**config.mk**
```make
export PLATFORM = sky130hd
export DESIGN_NAME = demux_1x4_n_reg
export DESIGN_NICKNAME = d
export VERILOG_FILES = /design/src/rtl/demux_1x4_n_reg.sv
export SDC_FILE = /design/constraint.sdc
export NUM_CORES = 1
export LEC_CHECK = 0
export BUFFER_PORTS_ARGS = -buffer_cell sky130_fd_sc_hd__buf_2
export CORE_MARGIN = 3
export CORE_UTILIZATION = 45
export CTS_CLUSTER_DIAMETER = 30
export DETAILED_ROUTE_END_ITERATION = 6
export MAX_ROUTING_LAYER = met4
export PLACE_DENSITY = 0.73
export SYNTH_ARGS = -nofsm -noshare
export SYNTH_HDL_FRONTEND = slang
export SYNTH_SLANG_ARGS = --single-unit
export TNS_END_PERCENT = 30
```
**constraint.sdc**
```tcl
create_clock -name clock -period 2 [get_ports clock]
set_input_delay 0.2 -clock clock [delete_from_list [all_inputs] [get_ports clock]]
set_output_delay 0.2 -clock clock [all_outputs]
set_load 0.05 [all_outputs]
```
**src/rtl/demux_1x4_n_reg.sv**
```systemverilog
// Registered 1-to-4 demultiplexer with per-channel ready/acknowledge handshake,
// dropped-write error pulse and saturating drop counter.
// Optional build macro DEMUX_ZERO_EMPTY_EN: channels without unread data read as zero.
module demux_1x4_n_reg #(
   parameter int BITS = 4
) (
   input  logic            clock,
   input  logic            reset,
   input  logic [BITS-1:0] D,
   input  logic [1:0]      SEL,
   input  logic            escreve,
   input  logic            auto,
   input  logic [3:0]      lido,
   output logic [BITS-1:0] Q0,
   output logic [BITS-1:0] Q1,
   output logic [BITS-1:0] Q2,
   output logic [BITS-1:0] Q3,
   output logic [3:0]      pronto,
   output logic            cheio,
   output logic            erro,
   output logic [3:0]      descartes,
   output logic [1:0]      ponteiro
);

   localparam logic [3:0] DROP_MAX = 4'hF;

   logic [BITS-1:0] hold [4];
   logic [1:0]      target;
   logic            accept;
   logic            drop;
   logic [3:0]      pronto_nxt;

   // A full channel may still be overwritten on the same edge its consumer acknowledges it.
   always_comb begin
      // NOTE: every signal written here gets a default first, so no latch can be inferred.
      target     = auto ? ponteiro : SEL;
      accept     = 1'b0;
      drop       = 1'b0;
      pronto_nxt = pronto & ~lido;
      if (escreve) begin
         if (!pronto[target] || lido[target]) begin
            accept             = 1'b1;
            pronto_nxt[target] = 1'b1;
         end else begin
            drop = 1'b1;
         end
      end
   end

   always_ff @(posedge clock or posedge reset) begin
      if (reset) begin
         // NOTE: the holding registers are reset too, because Q0..Q3 must read zero out of reset.
         for (int i = 0; i < 4; i++) hold[i] <= '0;
         pronto    <= '0;
         erro      <= 1'b0;
         descartes <= '0;
         ponteiro  <= '0;
      end else begin
         // NOTE: non-blocking assignments keep every register sampling pre-edge values.
         pronto <= pronto_nxt;
         erro   <= drop;
         if (accept) begin
            hold[target] <= D;
            if (auto) ponteiro <= ponteiro + 2'd1;
         end
         if (drop && descartes != DROP_MAX) descartes <= descartes + 4'd1;
      end
   end

   assign cheio = &pronto;

`ifdef DEMUX_ZERO_EMPTY_EN
   assign Q0 = pronto[0] ? hold[0] : '0;
   assign Q1 = pronto[1] ? hold[1] : '0;
   assign Q2 = pronto[2] ? hold[2] : '0;
   assign Q3 = pronto[3] ? hold[3] : '0;
`else
   assign Q0 = hold[0];
   assign Q1 = hold[1];
   assign Q2 = hold[2];
   assign Q3 = hold[3];
`endif

endmodule

```
Word-level counts from Yosys, hierarchy flattened
Cells that the tools add are included.
W data, S select, Z words.
{"block": "classes", "eq_ne": 1, "add_sub_neg": 2, "n_reduce_logical": 7, "n_mux": 16, "magnitude_cmp": 4, "n_bitwise": 4}
{"op": "$bwmux W16", "count": 1}
{"op": "$mux W4", "count": 3}
{"op": "$demux W4 S2", "count": 1}
{"op": "$mux W1", "count": 7}
{"op": "$add A4 B1 Y4 const B", "count": 1}
{"op": "$and A4 B4 Y4", "count": 1}
{"op": "$bmux W1 S2", "count": 2}
{"op": "$ne A4 B4 Y1 const B", "count": 1}
{"op": "$not A4 Y4", "count": 1}
{"op": "$or A4 B4 Y4", "count": 1}
{"op": "$reduce_and A4 Y1", "count": 1}
{"op": "$ge A3 B3 Y1 const B", "count": 1}
{"op": "$logic_and A1 B1 Y1", "count": 3}
{"op": "$lt A2 B3 Y1 const B", "count": 1}
{"op": "$lt A3 B1 Y1 const B", "count": 1}
{"op": "$not A2 Y3", "count": 1}
{"op": "$add A2 B1 Y2 const B", "count": 1}
{"op": "$demux W1 S2", "count": 1}
{"op": "$ge A2 B1 Y1 const B", "count": 1}
{"op": "$mux W2", "count": 1}
{"op": "$reduce_and A2 Y1", "count": 1}
{"op": "$logic_not A1 Y1", "count": 1}
{"op": "$logic_or A1 B1 Y1", "count": 1}
{"block": "word_totals", "word_cells": 42, "input_bits": 14, "reg_bits": 27}

Depth between registers and ports, before layout
{"block": "logic_depth", "ltp_word": 8, "depth_mapped": 5, "mapped_depth_nobuf": 5}

Worst setup path after synthesis
Ideal clock, no wire load.
{"block": "synth_path", "path_type": "flip-flop to flip-flop", "start": "register ponteiro[1]", "end": "register descartes[1]", "arrival_time_ns": 1.775, "path_buffers": 0, "path_stages_with_launch": 5, "path_slack_ns": 0.100, "cell_sequence": "dfrtp_1 mux2i_2 mux2_4 o22ai_4 mux2_4"}
{"block": "synth_between", "elab_chain_len": 8, "word_cells_on_any_way": 10}
{"item": "start, declared", "line": "22", "text": "output logic [1:0] ponteiro"}
{"item": "start signal, assigned", "line": "64", "text": "if (auto) ponteiro <= ponteiro + 2'd1;"}
{"item": "$mux W2 (*)", "line": "36", "text": "target = auto ? ponteiro : SEL;"}
{"item": "$bmux W1 S2", "line": "41", "text": "if (!pronto[target] || lido[target]) begin"}
{"item": "$mux W1 (not written as such)", "line": "41"}
{"item": "$logic_not A1 Y1", "line": "41"}
{"item": "$logic_or A1 B1 Y1 (*)", "line": "41"}
{"item": "$mux W1 (*)", "line": "41"}
{"item": "$mux W1 (*)", "line": "40", "text": "if (escreve) begin"}
{"item": "$logic_and A1 B1 Y1 (*)", "line": "66", "text": "if (drop && descartes != DROP_MAX) descartes <= descartes + 4'd1;"}
{"item": "end signal, assigned", "line": "66"}
{"item": "end, declared", "line": "21", "text": "output logic [3:0] descartes,"}
Every way passes the cells marked *; elsewhere a longest branch is shown, timed or not. The select of a mux whose other input is x is not followed.
A chain may end at the register's enable or synchronous reset.

Worst setup path after layout
Same ends and word-level chain as after synthesis.

==> results.toml <==
[cells_and_area]
most-common-layout-cells = "41 x buf_2, 27 x dfrtp_1, 18 x mux2_2"
multi_input_area_um2 = 520
fillers = 218
layout-drive-gt1-share = 0.515
layout_commonest_cell = "buf_2"
antennaDiodeCount = 0
syn2layout_area_growth_pct = 23.5
stdcell_area_um2 = 1490
finalCoreUtilization = 0.595
seqCellArea_um2 = 676
nets = 152

[power_and_ir_drop]
sw_frac_of_total = 0.528
pwr-share-clk = 0.082
peakVddDrop_mv = 1.21
switchingPower_uw = 1430
p_per_area_nw_per_um2 = 1820
p_comb_frac = 0.576
p_seq_frac = 0.342
leakage_uw = 0.000735
p_int_uw = 1280

[timing]
skew_ns = 0.00102
slew_headroom = 0.682
tns_ns = 0
rsz0062_at_grt = "no"
period_share = 0.876
worst_slack_ns = 0.247
timing.fmax_mhz = 571
hold_viol = 0
setup_viol_count_final = 0
fin_crit_ns = 1.75
drv_slew = 0
worst_slew_pin_slew_ns = 0.464

[die]
row_count = 18
die_y_um = 57.7
top_level_ports = 42
core-area_um2 = 2500
initial_core_util = 0.481
die_w_um = 57.7
die_area_um2 = 3330

[critical_path]
rrSetupSlack_ns = 0.25
critical-path-slowest-cell = "dfrtp_1"
critPathMaxFanout = 6
critPathLaunchType = "flop"
path_cells = "mux2i_2 -> mux2_4 -> o22ai_4 -> mux2_4"
r2r_end = "descartes[1]"
worst-setup-path-type = "flop to flop"
cp_common_cell = "mux2_4"
cp-endpoint = "descartes[1]"
critPathLaunch = "ponteiro[1]"
critical_path.max_stage_delay_ns = 0.43
crit_required_ns = 2.21
cp-end-kind = "flop"
r2r_start = "ponteiro[1]"
arrival_ns = 1.96
r2r.worst_path.cells = 4

[detailed_routing]
dr.pass1.iters = 4
drtIter0Drc = 5
ant_nets = 0
wl_per_cell_um = 13.9
dr_total_vias = 862
drc = 0
via_per_inst = 5.19
routed_wl_um = 2320

[clock_tree]
clockBufferDepth = 2
cts.clk_slew.worst_paths_ns = 0.13
clock_latency_ns = 0.30
cts.sinks = 27
htreeDepth = 1
cts_made_buffers = 3
root_buffer = "clkbuf_4"
tritoncts = "built"

[placed_design]
dp_slack_ns = 0.239
gp_congestion = 0.772
port_buffers = 41
hpwl_um = 1830
placed_area_um2 = 1450

[synthesis]
syn_nets = 105
ys_seq_elements = 27
avgSynthCellArea_um2 = 13.4
ys_types = 25
netlist_area_um2 = 1200
yosysWarnings = 0
synth_cells = 90
seq_area_frac_synth = 0.561

[global_routing]
grt_pass1_vias = 812
grtUsageTotal = 0.151
grt-ovfl-total = 0
grt_max_degree = 28
antenna_found_initial = 0
grt_pass1_wl_um = 3750

[job]
maxCapViolations = 0

[run_status]
outcome = "complete, no violations"

[worst_hold_path]
hold_class = "primary input to flop"
-- cell usage after synthesis (all sizes together) --
| master | n | share of area |
|---|---|---|
| dfrtp | 27 | 0.56 |
| mux2 | 21 | 0.21 |
| nand3 | 8 | 0.033 |
| nand2 | 7 | 0.022 |
| nand2b | 5 | 0.026 |
| o22ai | 4 | 0.037 |
| and4 | 2 | 0.016 |
| mux2i | 2 | 0.020 |
| nor2 | 2 | 0.0062 |
| xor2 | 2 | 0.015 |
| a2bb2oi | 1 | 0.0073 |
| a31oi | 1 | 0.0052 |
| and2 | 1 | 0.0052 |
| and3 | 1 | 0.0052 |
| clkbuf | 1 | 0.0031 |
| ha | 1 | 0.010 |
| inv | 1 | 0.0031 |
| nand3b | 1 | 0.0062 |
| nand4 | 1 | 0.0052 |
| nand4b | 1 | 0.0073 |
-- flip-flops by register name, summed over array words and instances (netlist names) --
register and flops:
Q3 4, ponteiro 2, Q0 4, Q2 4, erro 1, Q1 4, pronto 4, descartes 4
-- stage by stage --
stage	total power, uW	hold WS (ns)	std cells
2_1_floorplan	2150	0.253	90
3_3_place_gp	2480	0.263	161
3_5_place_dp	2520	0.270	161
4_1_cts	2740	0.153	166
5_1_grt	2850	0.151	166
6_report	2710	0.159	166
-- power by group through the flow --
stage	registers (uW)	clock network [uW]	logic, uW
6_report	926	223	1560
5_1_grt	959	256	1640
4_1_cts	931	229	1580
3_5_place_dp	945	0	1570
3_3_place_gp	928	0	1550
2_1_floorplan	1780	0	375
-- cells by family after synthesis --
| group | Yosys count | synth area share |
|---|---|---|
| buf+inv | 2 | 0.00623 |
| flops | 27 | 0.561 |
| mux | 23 | 0.226 |
| simple gates | 29 | 0.132 |
| compound gates | 6 | 0.0499 |
| fa+ha+maj | 1 | 0.0104 |
| xor+xnor | 2 | 0.0146 |
-- final cells by class --
| type | instances | area share |
|---|---|---|
| Tap cell | 30 | 0.0253 |
| Inverter | 1 | 0.00253 |
| Sequential cell | 27 | 0.455 |
| Timing Repair Buffer | 43 | 0.150 |
| Clock buffer | 4 | 0.0177 |
| Multi-Input combinational cell | 61 | 0.350 |
-- what timing repair did --
action | CTS | global route
setup buffers | 0 | 0
hold endpoints to repair | 27 | 0
resized for setup | 0 | 0
hold buffers | 1 | 0
setup endpoints to repair | 0 | 0
-- critical path, delay by kind of cell (launching register included) --
kind / cells / cell delay [ns]
AO/OA/AOI/OAI: 1 / 0.21
multiplexers: 3 / 1.01
flip-flops: 1 / 0.43
-- per-layer routing --
layer	wire [um]	track usage	vias to the layer above
met2	1160	0.244	23
met1	992	0.199	420
met4	19	0.0265	0
met5	0	-	-
li1	-	-	417
met3	141	0.0334	2
-- worst min path at each step --
stage                     start  endpoint  slack (ns)  cells after the start
final                      D[2]     Q2[2]        0.16                      2
after global placement    reset     Q1[3]        0.26                      3
after detailed placement  reset     Q3[3]        0.27                      3
after global routing       D[0]     Q1[0]        0.15                      2
after floorplan           reset     Q0[0]        0.25                      1
after CTS                  D[0]     Q2[0]        0.15                      2
Power figures use the tool's default switching activity.
